[config.mk]
export PLATFORM = sky130hd
export DESIGN_NAME = nibble_sub_stream
export DESIGN_NICKNAME = d
export VERILOG_FILES = /design/src/rtl/nibble_sub_stream.sv
export SDC_FILE = /design/constraint.sdc
export NUM_CORES = 1
export LEC_CHECK = 0
export ABC_AREA = 1
export BUFFER_PORTS_ARGS = -buffer_cell sky130_fd_sc_hd__buf_2
export CAP_MARGIN = 20
export CORE_AREA = 2 2 39 41
export CTS_CLUSTER_DIAMETER = 120
export DETAILED_ROUTE_END_ITERATION = 6
export DIE_AREA = 0 0 41 43
export PLACE_DENSITY = 0.7
export SLEW_MARGIN = 40
export SYNTH_ARGS = -nofsm -noshare
export SYNTH_HDL_FRONTEND = slang
export SYNTH_SLANG_ARGS = --single-unit
[constraint.sdc]
create_clock -name clk -period 3.6 [get_ports clk]
set_input_delay 0.18 -clock clk [delete_from_list [all_inputs] [get_ports clk]]
set_output_delay 0.18 -clock clk [all_outputs]
set_load 0.1 [all_outputs]
[src/rtl/nibble_sub_stream.sv]
// Streaming multi-beat subtractor: diff = A - B - borrow, LSB slice first.
// Optional SUB_BORROW_CNT_EN adds a saturating negative-word counter.
module nibble_sub_stream #(
  parameter int unsigned WIDTH = 4
) (
  input  logic             clk,
  input  logic             rst_n,
  input  logic             in_valid,
  output logic             in_ready,
  input  logic [WIDTH-1:0] in_a,
  input  logic [WIDTH-1:0] in_b,
  input  logic             in_bin,
  input  logic             in_last,
  output logic             out_valid,
  input  logic             out_ready,
  output logic [WIDTH-1:0] out_diff,
  output logic             out_bout,
  output logic             out_last
`ifdef SUB_BORROW_CNT_EN
  ,
  output logic [7:0]       ovf_count
`endif
);

  typedef enum logic {FIRST, MID} state_t;

  state_t           state_q, state_d;
  logic             valid_q, valid_d;
  logic [WIDTH-1:0] diff_q, diff_d;
  logic             bout_q, bout_d;
  logic             last_q, last_d;
  logic             borrow_q, borrow_d;

  logic             accept;
  logic             bsel;
  logic [WIDTH:0]   sub;

  assign in_ready = ~valid_q | out_ready;
  assign accept   = in_valid & in_ready;
  assign bsel     = (state_q == FIRST) ? in_bin : borrow_q;
  assign sub      = {1'b0, in_a} - {1'b0, in_b}
                  - {{WIDTH{1'b0}}, bsel};

  always_ff @(posedge clk or negedge rst_n) begin
    if (!rst_n) begin
      state_q  <= FIRST;
      valid_q  <= 1'b0;
      diff_q   <= '0;
      bout_q   <= 1'b0;
      last_q   <= 1'b0;
      borrow_q <= 1'b0;
    end else begin
      state_q  <= state_d;
      valid_q  <= valid_d;
      diff_q   <= diff_d;
      bout_q   <= bout_d;
      last_q   <= last_d;
      borrow_q <= borrow_d;
    end
  end

  always_comb begin
    state_d  = state_q;
    valid_d  = valid_q;
    diff_d   = diff_q;
    bout_d   = bout_q;
    last_d   = last_q;
    borrow_d = borrow_q;
    if (accept) begin
      valid_d  = 1'b1;
      diff_d   = sub[WIDTH-1:0];
      bout_d   = sub[WIDTH];
      last_d   = in_last;
      borrow_d = sub[WIDTH];
      unique case (state_q)
        FIRST: state_d = in_last ? FIRST : MID;
        MID:   state_d = in_last ? FIRST : MID;
        default: state_d = FIRST;
      endcase
    end else if (out_ready) begin
      valid_d = 1'b0;
    end
  end

  assign out_valid = valid_q;
  assign out_diff  = diff_q;
  assign out_bout  = bout_q;
  assign out_last  = last_q;

`ifdef SUB_BORROW_CNT_EN
  logic [7:0] cnt_q, cnt_d;

  always_ff @(posedge clk or negedge rst_n) begin
    if (!rst_n) cnt_q <= 8'd0;
    else        cnt_q <= cnt_d;
  end

  // Counts negative word results; holds at 255.
  always_comb begin
    cnt_d = cnt_q;
    if (accept && in_last && sub[WIDTH] && cnt_q != 8'hFF)
      cnt_d = cnt_q + 8'd1;
  end

  assign ovf_count = cnt_q;
`endif

endmodule

==> results of run 1 <==
-- kinds of logic (layout without fill, tap and decap cells) --
group                      count (synthesis)  count (layout)  share of synthesized area
xor gates and xnor gates                   1               1                     0.0158
and+or+nand+nor                           27              27                      0.250
AOI/OAI and AO/OA                          4               4                     0.0450
DFF                                        8               8                      0.360
adders and majority gates                  8               8                      0.207
muxes                                      1               1                     0.0180
buffers and inverters                     14              39                      0.104
-- final cells by class --
class                   instances  share of cell area
clock buffers                   3              0.0316
inverters                      14              0.0807
multi-input cells              41               0.418
flip-flops and latches          8               0.281
well taps                      16              0.0281
repair buffers                 22               0.161
-- cell usage after synthesis --
library cell	count	area share
dfrtp_1	8	0.36
fa_1	2	0.072
ha_1	6	0.14
inv_1	12	0.081
inv_2	1	0.0068
inv_6	1	0.016
mux2i_1	1	0.018
nand2_1	18	0.12
nand2_2	1	0.011
nand2_4	1	0.020
nand2_8	1	0.036
nand3_1	4	0.036
nand3_2	1	0.018
nor2_1	1	0.0068
o21a_1	2	0.027
o21ai_1	2	0.018
xnor2_1	1	0.016
-- stage by stage --
stage          instances   util  hold slack [ns]  instance area (um^2)
2_1_floorplan         63      -           -0.116                   556
3_3_place_gp         100  0.492           0.0281                   681
3_5_place_dp         100  0.492           0.0330                   681
4_1_cts              104  0.515            0.155                   713
5_1_grt              104  0.515            0.163                   713
6_report             104  0.515            0.152                   713
-- where the power goes --
| part | total [uW] | internal, uW | switching (uW) |
|---|---|---|---|
| Clock | 66.1 | 38.0 | 28.2 |
| Sequential | 119 | 109 | 10.7 |
| Combinational | 238 | 50.7 | 187 |
| Total | 424 | 197 | 226 |
-- repair_timing --
item                                   4_1_cts  5_1_grt
buffers inserted                             0        0
hold buffers                                 1        0
endpoints found under the hold margin        8        0
-- layer usage --
layer,vias up,share of wire,global-route usage
met5,-,0,0
met4,0,0.018,0.0800
met3,2,0.051,0.0157
met2,15,0.51,0.188
met1,197,0.42,0.157
li1,247,-,-
-- final timing paths --
check                                          end  slack [ns]  depth (start not counted)
min in group asynchronous      state_q$_DFFE_PN0P_        0.30                          2
max                           out_bout$_DFFE_PN0P_        1.73                          9
min reg2reg                out_diff[1]$_DFFE_PN0P_        0.48                          2
min                           out_last$_DFFE_PN0P_        0.15                          3
max in group asynchronous  out_diff[2]$_DFFE_PN0P_        3.14                          2
max reg2reg                   out_bout$_DFFE_PN0P_        1.73                          9
-- flip-flops by register name (all words and copies together) (netlist names) --
register and count:
out_diff 4, out_bout 1, out_last 1, out_valid 1, state_q 1
-- worst min-delay path: cells and delay by family --
| family | cells | cell delay (ns) |
|---|---|---|
| buf+inv | 1 | 0.08 |
| simple gates | 2 | 0.10 |
==> results.sh, run 1 <==
export IMPL_outcome="completed"
export IMPL_fin_ws_ns=1.73
export IMPL_max_cap_viol_count=0
export IMPL_diodes=0
export IMPL_grt_setup_unrepaired="false"
export IMPL_drt_drc_violations_left=0
export IMPL_hold_violations=0
export IMPL_antenna_found_initial=0
export IMPL_seq_area_frac_synth=0.360
export IMPL_grt_max_degree=9
export IMPL_ant_nets=0
export IMPL_dieWidth_um=41
export IMPL_synth_ff_latch_count=8
export IMPL_vias=461
export IMPL_cts_made_buffers=3
export IMPL_grt_pass1_vias=392
export IMPL_cp_end_kind="register"
export IMPL_cts_tree="built"
export IMPL_ios=22
export IMPL_cts_root_buf="clkbuf_4"
export IMPL_worstPathRequired_ns=3.74
export IMPL_cts_resized=0
export IMPL_multi_input_area_um2=298
export IMPL_worstHoldPathType="input pin to register"
export IMPL_synthDistinctLibCells=17
export IMPL_critPathTopFamily="adder cells"
export IMPL_setup_viol=0
export IMPL_grt_ovfl_total=0
export IMPL_fin_nets=112
export IMPL_dp_hpwl_um=829
export IMPL_syn_nets=85
export IMPL_rows=14
export IMPL_routed_wl_um=946
export IMPL_grt_pass1_wl_mm=1.46
export IMPL_die_height_um=43
export IMPL_worstPathCellList="mux2i_1, fa_1, fa_1, inv_1, nand2_1, nand2_1, nand3_1, nand3_1, nand2_1"
export IMPL_cts_buffer_depth=2
export IMPL_htreeDepth=1
export IMPL_slowest_delay_ns=0.43
export IMPL_power_density_nw_per_um2=594
export IMPL_p_leak_uw=0.000420
export IMPL_clk_latency_ns=0.25
export IMPL_final_common_cell="buf_2"
export IMPL_areaGrowthSynthToFinish_pct=28.4
export IMPL_drtPass1Iterations=4
export IMPL_worstSetupStartpointType="register"
export IMPL_period_share=0.520
export IMPL_preCtsSetupSlack_ns=1.75
export IMPL_avgViaCountPerCell=4.43
export IMPL_drtIter0Drc=3
export IMPL_slew_headroom=0.679
export IMPL_synth_warnings=0
export IMPL_fill_cells=138
export IMPL_cp_num_buf_inv=1
export IMPL_r2r_start="state_q$_DFFE_PN0P_"
export IMPL_syn_area_um2=556
export IMPL_startpoint="state_q$_DFFE_PN0P_"
export IMPL_initial_core_util=0.401
export IMPL_core_area_um2=1380
export IMPL_syn_area_per_cell_um2=8.82
export IMPL_hold_start="in_last"
export IMPL_path_max_fanout=2
export IMPL_layout_common_cells="21 x buf_2, 18 x nand2_1, 12 x inv_1"
export IMPL_cts_sinks=8
export IMPL_cp_arrival_ns=2.01
export IMPL_crit_path_frequent_cell="nand2_1"
export IMPL_track_usage=0.124
export IMPL_place_congestion=0.758
export IMPL_ir_worst_vdd_mv=0.215
export IMPL_report_power_total_uw=424
export IMPL_worst_setup_path_type="register to register"
export IMPL_register_area_um2=200
export IMPL_die_area_um2=1760
export IMPL_cpMaxStageDelayCell="fa_1"
export IMPL_fin_setup_tns_ns=0
export IMPL_drive_gt1_frac=0.341
export IMPL_drv_slew=0
export IMPL_wl_per_cell_um=9.10
export IMPL_post_route_min_period_ns=1.87
export IMPL_synth_cells=63
export IMPL_tightest_slew_ns=0.485
export IMPL_max_freq_mhz=534
export IMPL_fin_skew_ns=0.00189
export IMPL_clkTransAtPathRegs_ns=0.05
export IMPL_port_buffers=21
No activity file was read; power rests on OpenSTA's default activity.
==> run 2: changes to the inputs <==
--- a/config.mk
+++ b/config.mk
@@ -8,11 +8,10 @@
 export ABC_AREA = 1
 export BUFFER_PORTS_ARGS = -buffer_cell sky130_fd_sc_hd__buf_2
 export CAP_MARGIN = 20
-export CORE_AREA = 2 2 39 41
+export CORE_UTILIZATION = 41
 export CTS_CLUSTER_DIAMETER = 120
 export DETAILED_ROUTE_END_ITERATION = 6
-export DIE_AREA = 0 0 41 43
-export PLACE_DENSITY = 0.7
+export PLACE_DENSITY = 0.72
 export SLEW_MARGIN = 40
 export SYNTH_ARGS = -nofsm -noshare
 export SYNTH_HDL_FRONTEND = slang
==> constraint.sdc (replaced) <==
create_clock -name clk -period 1.6 [get_ports clk]
set_input_delay 0.08 -clock clk [delete_from_list [all_inputs] [get_ports clk]]
set_output_delay 0.08 -clock clk [all_outputs]
set_load 0.1 [all_outputs]
==> run 2 against run 1 <==
First-iteration DRC count unchanged; non-clock buffer count increased by 3; utilization is 14 points higher; total power is 140% higher; maximum frequency increased by 3.8%; sequential share of layout area fell by 1.5 points; the flow now finishes with violations (negative setup slack); worst hold slack worse by 0.098 ns; critical endpoint is now out_diff[3]$_DFFE_PN0P_.
==> results.sh, run 2 (synthesized netlist as in run 1, its figures left out) <==
export IMPL_outcome="finished with violations"
export IMPL_violations="negative setup slack"
export IMPL_worstSetupStartpointType="register"
export IMPL_drive_gt1_frac=0.473
export IMPL_cts_tree="built"
export IMPL_track_usage=0.171
export IMPL_max_freq_mhz=554
export IMPL_avgViaCountPerCell=4.56
export IMPL_cp_end_kind="register"
export IMPL_initial_core_util=0.468
export IMPL_die_area_um2=1510
export IMPL_placed_cell_area_um2=726
export IMPL_switching_share=0.517
export IMPL_setup_viol=5
export IMPL_htreeDepth=1
export IMPL_p_switching_uw=524
export IMPL_port_buffers=21
export IMPL_vias=479
export IMPL_slew_headroom=0.678
export IMPL_hold_violations=0
export IMPL_fill_cells=106
export IMPL_p_comb_frac=0.591
export IMPL_post_route_min_period_ns=1.80
export IMPL_grt_max_degree=9
export IMPL_cts_root_buf="clkbuf_4"
export IMPL_p_leak_uw=0.000431
export IMPL_dp_hpwl_um=891
export IMPL_clkTransAtPathRegs_ns=0.05
export IMPL_final_common_cell="buf_2"
export IMPL_max_cap_viol_count=0
export IMPL_ios=22
export IMPL_stdcell_area_um2=773
export IMPL_wl_per_cell_um=9.58
export IMPL_fin_skew_ns=0.00226
export IMPL_clk_latency_ns=0.24
export IMPL_diodes=0
export IMPL_rows=12
export IMPL_worst_setup_path_type="register to register"
export IMPL_areaGrowthSynthToFinish_pct=39.2
export IMPL_largest_register_ffs=4
export IMPL_grt_setup_unrepaired="true"
export IMPL_power_density_nw_per_um2=1310
export IMPL_ant_nets=0
export IMPL_fin_ws_ns=-0.204
export IMPL_cts_sinks=8
export IMPL_cts_made_buffers=3
export IMPL_cts_buffer_depth=2
export IMPL_drv_slew=0
export IMPL_preCtsSetupSlack_ns=-0.244
export IMPL_routed_wl_mm=1.01
export IMPL_grt_ovfl_total=0
export IMPL_layout_common_cells="21 x buf_2, 18 x nand2_1, 11 x inv_1"
export IMPL_ir_worst_vdd_mv=0.692
export IMPL_drt_drc_violations_left=0
export IMPL_clkPwrFrac=0.141
export IMPL_dieWidth_um=38.8
export IMPL_path_max_fanout=2
export IMPL_core_area_um2=1190
export IMPL_tightest_slew_ns=0.486
export IMPL_worstPathRequired_ns=1.73
export IMPL_p_int_uw=490
export IMPL_cp_arrival_ns=1.94
export IMPL_grt_pass1_wl_mm=1.69
export IMPL_fin_nets=115
export IMPL_antenna_found_initial=0
export IMPL_seqPwrFrac=0.268
export IMPL_drtIter0Drc=3
export IMPL_worstHoldPathType="input pin to register"
export IMPL_die_height_um=38.8
export IMPL_grt_pass1_vias=435
export IMPL_drtPass1Iterations=3
export IMPL_place_congestion=0.673
export IMPL_period_share=1.13
-- run 2: cell types whose count changed in the layout (fill, tap and decap cells not counted), sizes merged --
cell and delta:
buf +3
-- run 2: area by class of cell --
type                            instances  area (um^2)  area share
Clock buffer                            3         22.5      0.0291
Multi-Input combinational cell         41          333       0.430
Sequential cell                         8          205       0.265
Timing Repair Buffer                   25          138       0.178
Tap cell                               14         17.5      0.0227
Inverter                               14         57.6      0.0744
-- run 2: worst paths after layout --
check / start / endpoint / depth (start not counted) / slack (ns)
max in group asynchronous: rst_n / out_bout$_DFFE_PN0P_ / 2 / 1.20
min: in_last / out_last$_DFFE_PN0P_ / 3 / 0.05
min in group asynchronous: rst_n / out_diff[0]$_DFFE_PN0P_ / 2 / 0.21
max: out_bout$_DFFE_PN0P_ / out_diff[3]$_DFFE_PN0P_ / 7 / -0.20
min reg2reg: out_last$_DFFE_PN0P_ / out_last$_DFFE_PN0P_ / 2 / 0.47
max reg2reg: out_bout$_DFFE_PN0P_ / out_diff[3]$_DFFE_PN0P_ / 7 / -0.20
-- run 2: power groups by stage --
stage | logic, uW | clock network, uW | registers (uW)
6_report | 599 | 143 | 272
3_5_place_dp | 582 | 0 | 275
2_1_floorplan | 182 | 0 | 560
5_1_grt | 643 | 157 | 276
4_1_cts | 598 | 149 | 273
3_3_place_gp | 573 | 0 | 273
-- run 2: worst max-delay path, stage by stage, from the launching register on --
cell and delay, ns:
dfrtp_4 0.47, mux2i_2 0.18, fa_2 0.50, ha_4 0.18, o21ai_2 0.15, nand3_1 0.09, nand3_1 0.07, nand2_1 0.05
-- run 2: per-stage QoR --
step / cells / power [uW] / utilization / hold WS (ns) / TNS (ns)
floorplan: 63 / 742 / - / -0.216 / -1.46
global placement: 100 / 846 / 0.612 / -0.0732 / -0.701
detailed placement: 100 / 857 / 0.612 / -0.0675 / -0.859
CTS: 104 / 1020 / 0.646 / 0.0524 / -0.652
global route: 105 / 1080 / 0.652 / 0.0534 / -0.961
finish: 105 / 1010 / 0.652 / 0.0543 / -0.618
-- run 2: routing by layer --
| metal | track usage | wire [um] | vias up |
|---|---|---|---|
| met1 | 0.196 | 414 | 213 |
| met3 | 0.0694 | 54 | 0 |
| met2 | 0.288 | 537 | 13 |
| li1 | - | - | 253 |
| met4 | 0.0517 | 0 | 0 |
| met5 | 0 | 0 | - |
-- run 2: repair_timing --
action,CTS,global route
hold buffers,1,0
gates resized for setup,1,1
pin swaps,2,3
setup endpoints to repair,5,5
cloned,0,0
hold endpoints to repair,8,0
buffers inserted,0,1
